## config.mk

```make
export PLATFORM = sky130hd
export DESIGN_NAME = draw_port_arbiter
export DESIGN_NICKNAME = d
export VERILOG_FILES = /design/src/rtl/bomberman_pkg.sv /design/src/rtl/rr_picker.sv /design/src/rtl/draw_port_arbiter.sv
export SDC_FILE = /design/constraint.sdc
export NUM_CORES = 1
export LEC_CHECK = 0
export BUFFER_PORTS_ARGS = -buffer_cell sky130_fd_sc_hd__buf_2
export CAP_MARGIN = 20
export CELL_PAD_IN_SITES_DETAIL_PLACEMENT = 0
export CELL_PAD_IN_SITES_GLOBAL_PLACEMENT = 1
export CORE_MARGIN = 10
export CORE_UTILIZATION = 33
export DETAILED_ROUTE_END_ITERATION = 8
export PLACE_DENSITY_LB_ADDON = 0.1
export SKIP_CTS_REPAIR_TIMING = 1
export SLEW_MARGIN = 20
export SYNTH_ARGS = -nofsm -noshare
export SYNTH_HDL_FRONTEND = slang
export SYNTH_HIERARCHICAL = 1
export SYNTH_SLANG_ARGS = --single-unit
export TNS_END_PERCENT = 50
```

## constraint.sdc

```tcl
create_clock -name clock -period 2.4 [get_ports clock]
set_input_delay 0.24 -clock clock [delete_from_list [all_inputs] [get_ports clock]]
set_output_delay 0.24 -clock clock [all_outputs]
set_load 0.005 [all_outputs]
```

## src/rtl/bomberman_pkg.sv

```systemverilog
// Shared definitions for the game's drawing path: requester indices and the
// draw-port arbiter state encoding.
package bomberman_pkg;

    localparam int NUM_DRAW_REQ = 4;

    localparam int REQ_STAGE = 0;
    localparam int REQ_TILE  = 1;
    localparam int REQ_P1    = 2;
    localparam int REQ_P2    = 3;

    typedef enum logic [1:0] {
        IDLE    = 2'd0,
        GRANT   = 2'd1,
        RELEASE = 2'd2
    } arb_state_t;

    function automatic logic [1:0] onehot_to_idx(input logic [3:0] oh);
        logic [1:0] idx;
        idx = '0;
        for (int i = 0; i < NUM_DRAW_REQ; i++) begin
            if (oh[i]) idx = 2'(i);
        end
        return idx;
    endfunction

endpackage

```

## src/rtl/rr_picker.sv

```systemverilog
// Combinational round-robin pick: first requester with req high, searching
// from ptr upward modulo 4.
module rr_picker
    import bomberman_pkg::*;
(
    input  logic [3:0] req,
    input  logic [1:0] ptr,
    output logic [3:0] pick,
    output logic       valid
);

    logic [1:0] idx;

    always_comb begin
        pick  = '0;
        valid = 1'b0;
        idx   = '0;
        for (int k = 0; k < NUM_DRAW_REQ; k++) begin
            // 2-bit addition wraps, giving the modulo-4 search order
            idx = ptr + 2'(k);
            if (!valid && req[idx]) begin
                pick[idx] = 1'b1;
                valid     = 1'b1;
            end
        end
    end

endmodule

```

## src/rtl/draw_port_arbiter.sv

```systemverilog
// Round-robin owner of the VGA adapter write port for the four drawing engines,
// with a per-burst watchdog and registered pixel outputs.
module draw_port_arbiter
    import bomberman_pkg::*;
#(
    parameter int X_W       = 8,
    parameter int Y_W       = 7,
    parameter int COLOUR_W  = 3,
    parameter int MAX_BURST = 19200
) (
    input  logic                  clock,
    input  logic                  reset,
    input  logic [3:0]            req,
    input  logic [3:0]            plot_in,
    input  logic [3:0]            last_in,
    input  logic [4*X_W-1:0]      x_in,
    input  logic [4*Y_W-1:0]      y_in,
    input  logic [4*COLOUR_W-1:0] colour_in,
    output logic [3:0]            grant,
    output logic [X_W-1:0]        x,
    output logic [Y_W-1:0]        y,
    output logic [COLOUR_W-1:0]   colour,
    output logic                  plot,
    output logic                  busy,
    output logic                  timeout_err
);

    localparam int CNT_W = (MAX_BURST > 1) ? $clog2(MAX_BURST) : 1;
    localparam logic [CNT_W-1:0] CNT_LAST = CNT_W'(MAX_BURST - 1);

    arb_state_t     state;
    logic [1:0]     ptr;
    logic [1:0]     owner;
    logic [CNT_W-1:0] cnt;
    logic [3:0]     pick;
    logic           pick_valid;

    rr_picker u_picker (
        .req   (req),
        .ptr   (ptr),
        .pick  (pick),
        .valid (pick_valid)
    );

    assign busy = (state != IDLE);

    always_ff @(posedge clock) begin
        if (reset) begin
            state       <= IDLE;
            ptr         <= '0;
            owner       <= '0;
            cnt         <= '0;
            grant       <= '0;
            x           <= '0;
            y           <= '0;
            colour      <= '0;
            plot        <= 1'b0;
            timeout_err <= 1'b0;
        end else begin
            plot <= 1'b0;
            case (state)
                IDLE: begin
                    if (pick_valid) begin
                        grant <= pick;
                        owner <= onehot_to_idx(pick);
                        cnt   <= '0;
                        state <= GRANT;
                    end
                end
                GRANT: begin
                    // Priority: normal end, then abort, then watchdog
                    if (plot_in[owner] && last_in[owner]) begin
                        x      <= x_in[owner*X_W +: X_W];
                        y      <= y_in[owner*Y_W +: Y_W];
                        colour <= colour_in[owner*COLOUR_W +: COLOUR_W];
                        plot   <= 1'b1;
                        state  <= RELEASE;
                    end else if (!req[owner]) begin
                        state <= RELEASE;
                    end else begin
                        if (plot_in[owner]) begin
                            x      <= x_in[owner*X_W +: X_W];
                            y      <= y_in[owner*Y_W +: Y_W];
                            colour <= colour_in[owner*COLOUR_W +: COLOUR_W];
                            plot   <= 1'b1;
                        end
                        if (cnt == CNT_LAST) begin
                            timeout_err <= 1'b1;
                            state       <= RELEASE;
                        end else begin
                            cnt <= cnt + 1'b1;
                        end
                    end
                end
                RELEASE: begin
                    grant <= '0;
                    ptr   <= owner + 2'd1;
                    state <= IDLE;
                end
                default: state <= IDLE;
            endcase
        end
    end

endmodule
```

==> metrics.md <==
| Metric | Value |
|---|---|
| Syn_nets | 414 |
| Antenna violations before repair | 1 |
| Least-Margin Pin Slew | 720.6 ps |
| Async SR Flop Fraction | 0 |
| Gpl congestion | 0.8790 |
| Vias in the first global route | 2926 |
| Die H | 114.4 µm |
| I/O Buffers | 110 |
| Peak Freq | 450.7 MHz |
| Layout cells sized above 1 | 0.3903 |
| TritonCTS buffer count | 5 |
| CTS tree | done |
| Crit path kind | reg -> reg |
| Netlist cell types | 55 |
| # fillers | 928 |
| Commonest non-fill, non-tap cell in the layout | buf_2 |
| Pwr Total | 2.946 mW |
| Worst hold path class | in -> reg |
| Setup crit start kind | flip-flop |
| Synth warn | 6 |
| Fin crit period | 2219 ps |
| Synth Flop Type | dfxtp_1 |
| Die ar. | 13080 µm² |
| Rel. slew slack | 0.5191 |
| Via Count | 2870 |
| Clk slew on worst S/H paths | 90 ps |
| DRT Wirelength | 9.159 mm |
| Pre-antenna DRT Iters | 4 |
| Crit path DAT | 2430 ps |
| Final period utilization | 0.9245 |
| Via-per-instance ratio | 5.305 |
| Number of synthesized flops with an enable pin | 0 |
| CP Max Fanout | 6 |
| Max Slew Vio Count | 0 |
| Tot GR Track Use | 0.1340 |
| Post-Syn Instances | 321 |
| Status | complete, no violations |
| Nets | 525 |
| PwrDens | 791.5 nW/µm² |
| Rows | 34 |
| Final antenna diode count | 0 |
| FF+latch count, synth | 45 |
| Most frequent cells in the layout | buf_2 (110), nand2_1 (48), dfxtp_1 (45) |
| Final hold violation count | 0 |
| Grt ovf | 0 |
| Worst-Skew Late Latency | 300 ps |
| Num ports | 111 |
| First-pass GRT wire length | 14.50 mm |
| Max-capacitance violation count | 0 |
| H-tree levels | 2 |
| Syn-to-layout area delta | 26.65% |
| RSZ-0062 raised after global routing | false |
| Mapped Avg Cell Area | 9.156 µm² |
| Critical path capture point type | flip-flop |
| Largest net degree at the start of global routing | 23 |
| Routed len/inst | 16.93 µm |
| DR DRC count | 0 |
| Required @ worst endpoint | 2610 ps |
| Cell Area, Synth | 2939 µm² |
| Clk sinks | 45 |
| Routed Antenna Nets | 0 |
| Clock Path Buffers | 2 |
| DP Wirelength | 7.216 mm |
| Final TNS setup | 0 ps |
| Root buffer cell | clkbuf_8 |
| VDD IR-drop max | 0.0003626 V |
| Setup Viol. Count Final | 0 |
| Fin Clk Skew | 10.95 ps |
| Starting DRC count in detailed routing | 99 |
| Initial Util | 0.3387 |
| Core ar. | 8678 µm² |
| Sequential share of the synthesized area | 0.3065 |
| Die width | 114.4 µm |
| P_leak | 1.494 nW |
## cells in the mapped netlist, drive strengths merged, types with 5 or more instances
| cell type | n | area share |
|---|---|---|
| o31ai | 6 | 0.015 |
| nand3 | 7 | 0.012 |
| nand2b | 8 | 0.017 |
| dfxtp | 45 | 0.31 |
| nor2 | 31 | 0.040 |
| a21oi | 26 | 0.044 |
| buf | 11 | 0.026 |
| inv | 5 | 0.0064 |
| nand4 | 7 | 0.015 |
| clkbuf | 9 | 0.011 |
| ha | 7 | 0.030 |
| nand2 | 48 | 0.061 |
| o22ai | 7 | 0.015 |
| mux4 | 22 | 0.17 |
| o21ai | 12 | 0.020 |
| mux2i | 6 | 0.020 |
## critical path, cell delays in order, from the launching register on
cell and delay (ps):
dfxtp_1 340, inv_1 90, ha_1 420, mux2_2 390
a31o_1 230, a221oi_2 170, o2bb2ai_1 160, inv_1 80
a21oi_1 60, a211oi_1 220
## logic make-up (layout without fill, tap and decap cells)
family | after synthesis | in the layout | synth area share
flops | 45 | 45 | 0.3065
xor+xnor | 1 | 1 | 0.002981
mux | 31 | 31 | 0.2005
simple gates | 123 | 123 | 0.2031
fa+ha+maj | 7 | 7 | 0.02980
buf+inv | 25 | 137 | 0.04427
compound gates | 89 | 89 | 0.2129
## registers in the layout, indices dropped and copies added, names as in the netlist
signal and flops:
state 2, plot 1, colour 3, ptr 2, grant 4, x 8, y 7, owner 2
cnt 15, timeout_err 1
## final timing paths
kind / startpoint / endpoint / slack, ps / depth (start not counted)
worst max-delay path: ptr[0]$_SDFFE_PP0P_ / owner[0]$_SDFFE_PP0P_ / 180 / 9
worst min-delay path: reset / x[2]$_SDFFE_PP0P_ / 350 / 2
worst max register to register: ptr[0]$_SDFFE_PP0P_ / owner[0]$_SDFFE_PP0P_ / 180 / 9
worst min register to register: x[2]$_SDFFE_PP0P_ / x[2]$_SDFFE_PP0P_ / 450 / 2
## layer usage
layer | routed length, µm | up-vias | global-route usage
li1 | - | 1443 | -
met4 | 66 | 2 | 0.02590
met2 | 4730 | 73 | 0.2335
met1 | 3838 | 1346 | 0.1581
met3 | 516 | 6 | 0.04193
met5 | 7 | - | 0
## final cells by class
class	count	area [µm²]	area share
Timing Repair Buffer	124	655.6	0.1761
Sequential cell	45	900.9	0.2420
Tap cell	108	135.1	0.03630
Multi-Input combinational cell	251	1911	0.5133
Inverter	5	18.77	0.005042
Clock inverter	1	5.005	0.001345
Clock buffer	7	96.34	0.02588
## where the power goes
group	switching [mW]	leakage [nW]	internal [mW]	total [mW]
combinational	0.775	1.07	0.707	1.48
sequential	0.0811	0.365	0.855	0.936
clock	0.267	0.0542	0.261	0.528
## stage by stage
step / hold slack [ps] / setup slack (ps) / std cells / utilization / area [µm²]
floorplan: 425.2 / 144.5 / 321 / - / 2939
global placement: 439.5 / 195.2 / 533 / 0.4170 / 3618
detailed placement: 445.1 / 227.5 / 533 / 0.4172 / 3621
CTS: 344.8 / 201.0 / 541 / 0.4289 / 3722
global route: 341.7 / 8.182 / 541 / 0.4289 / 3722
finish: 347.3 / 181.1 / 541 / 0.4289 / 3722
Note: power is estimated with default switching activity, not from simulation.
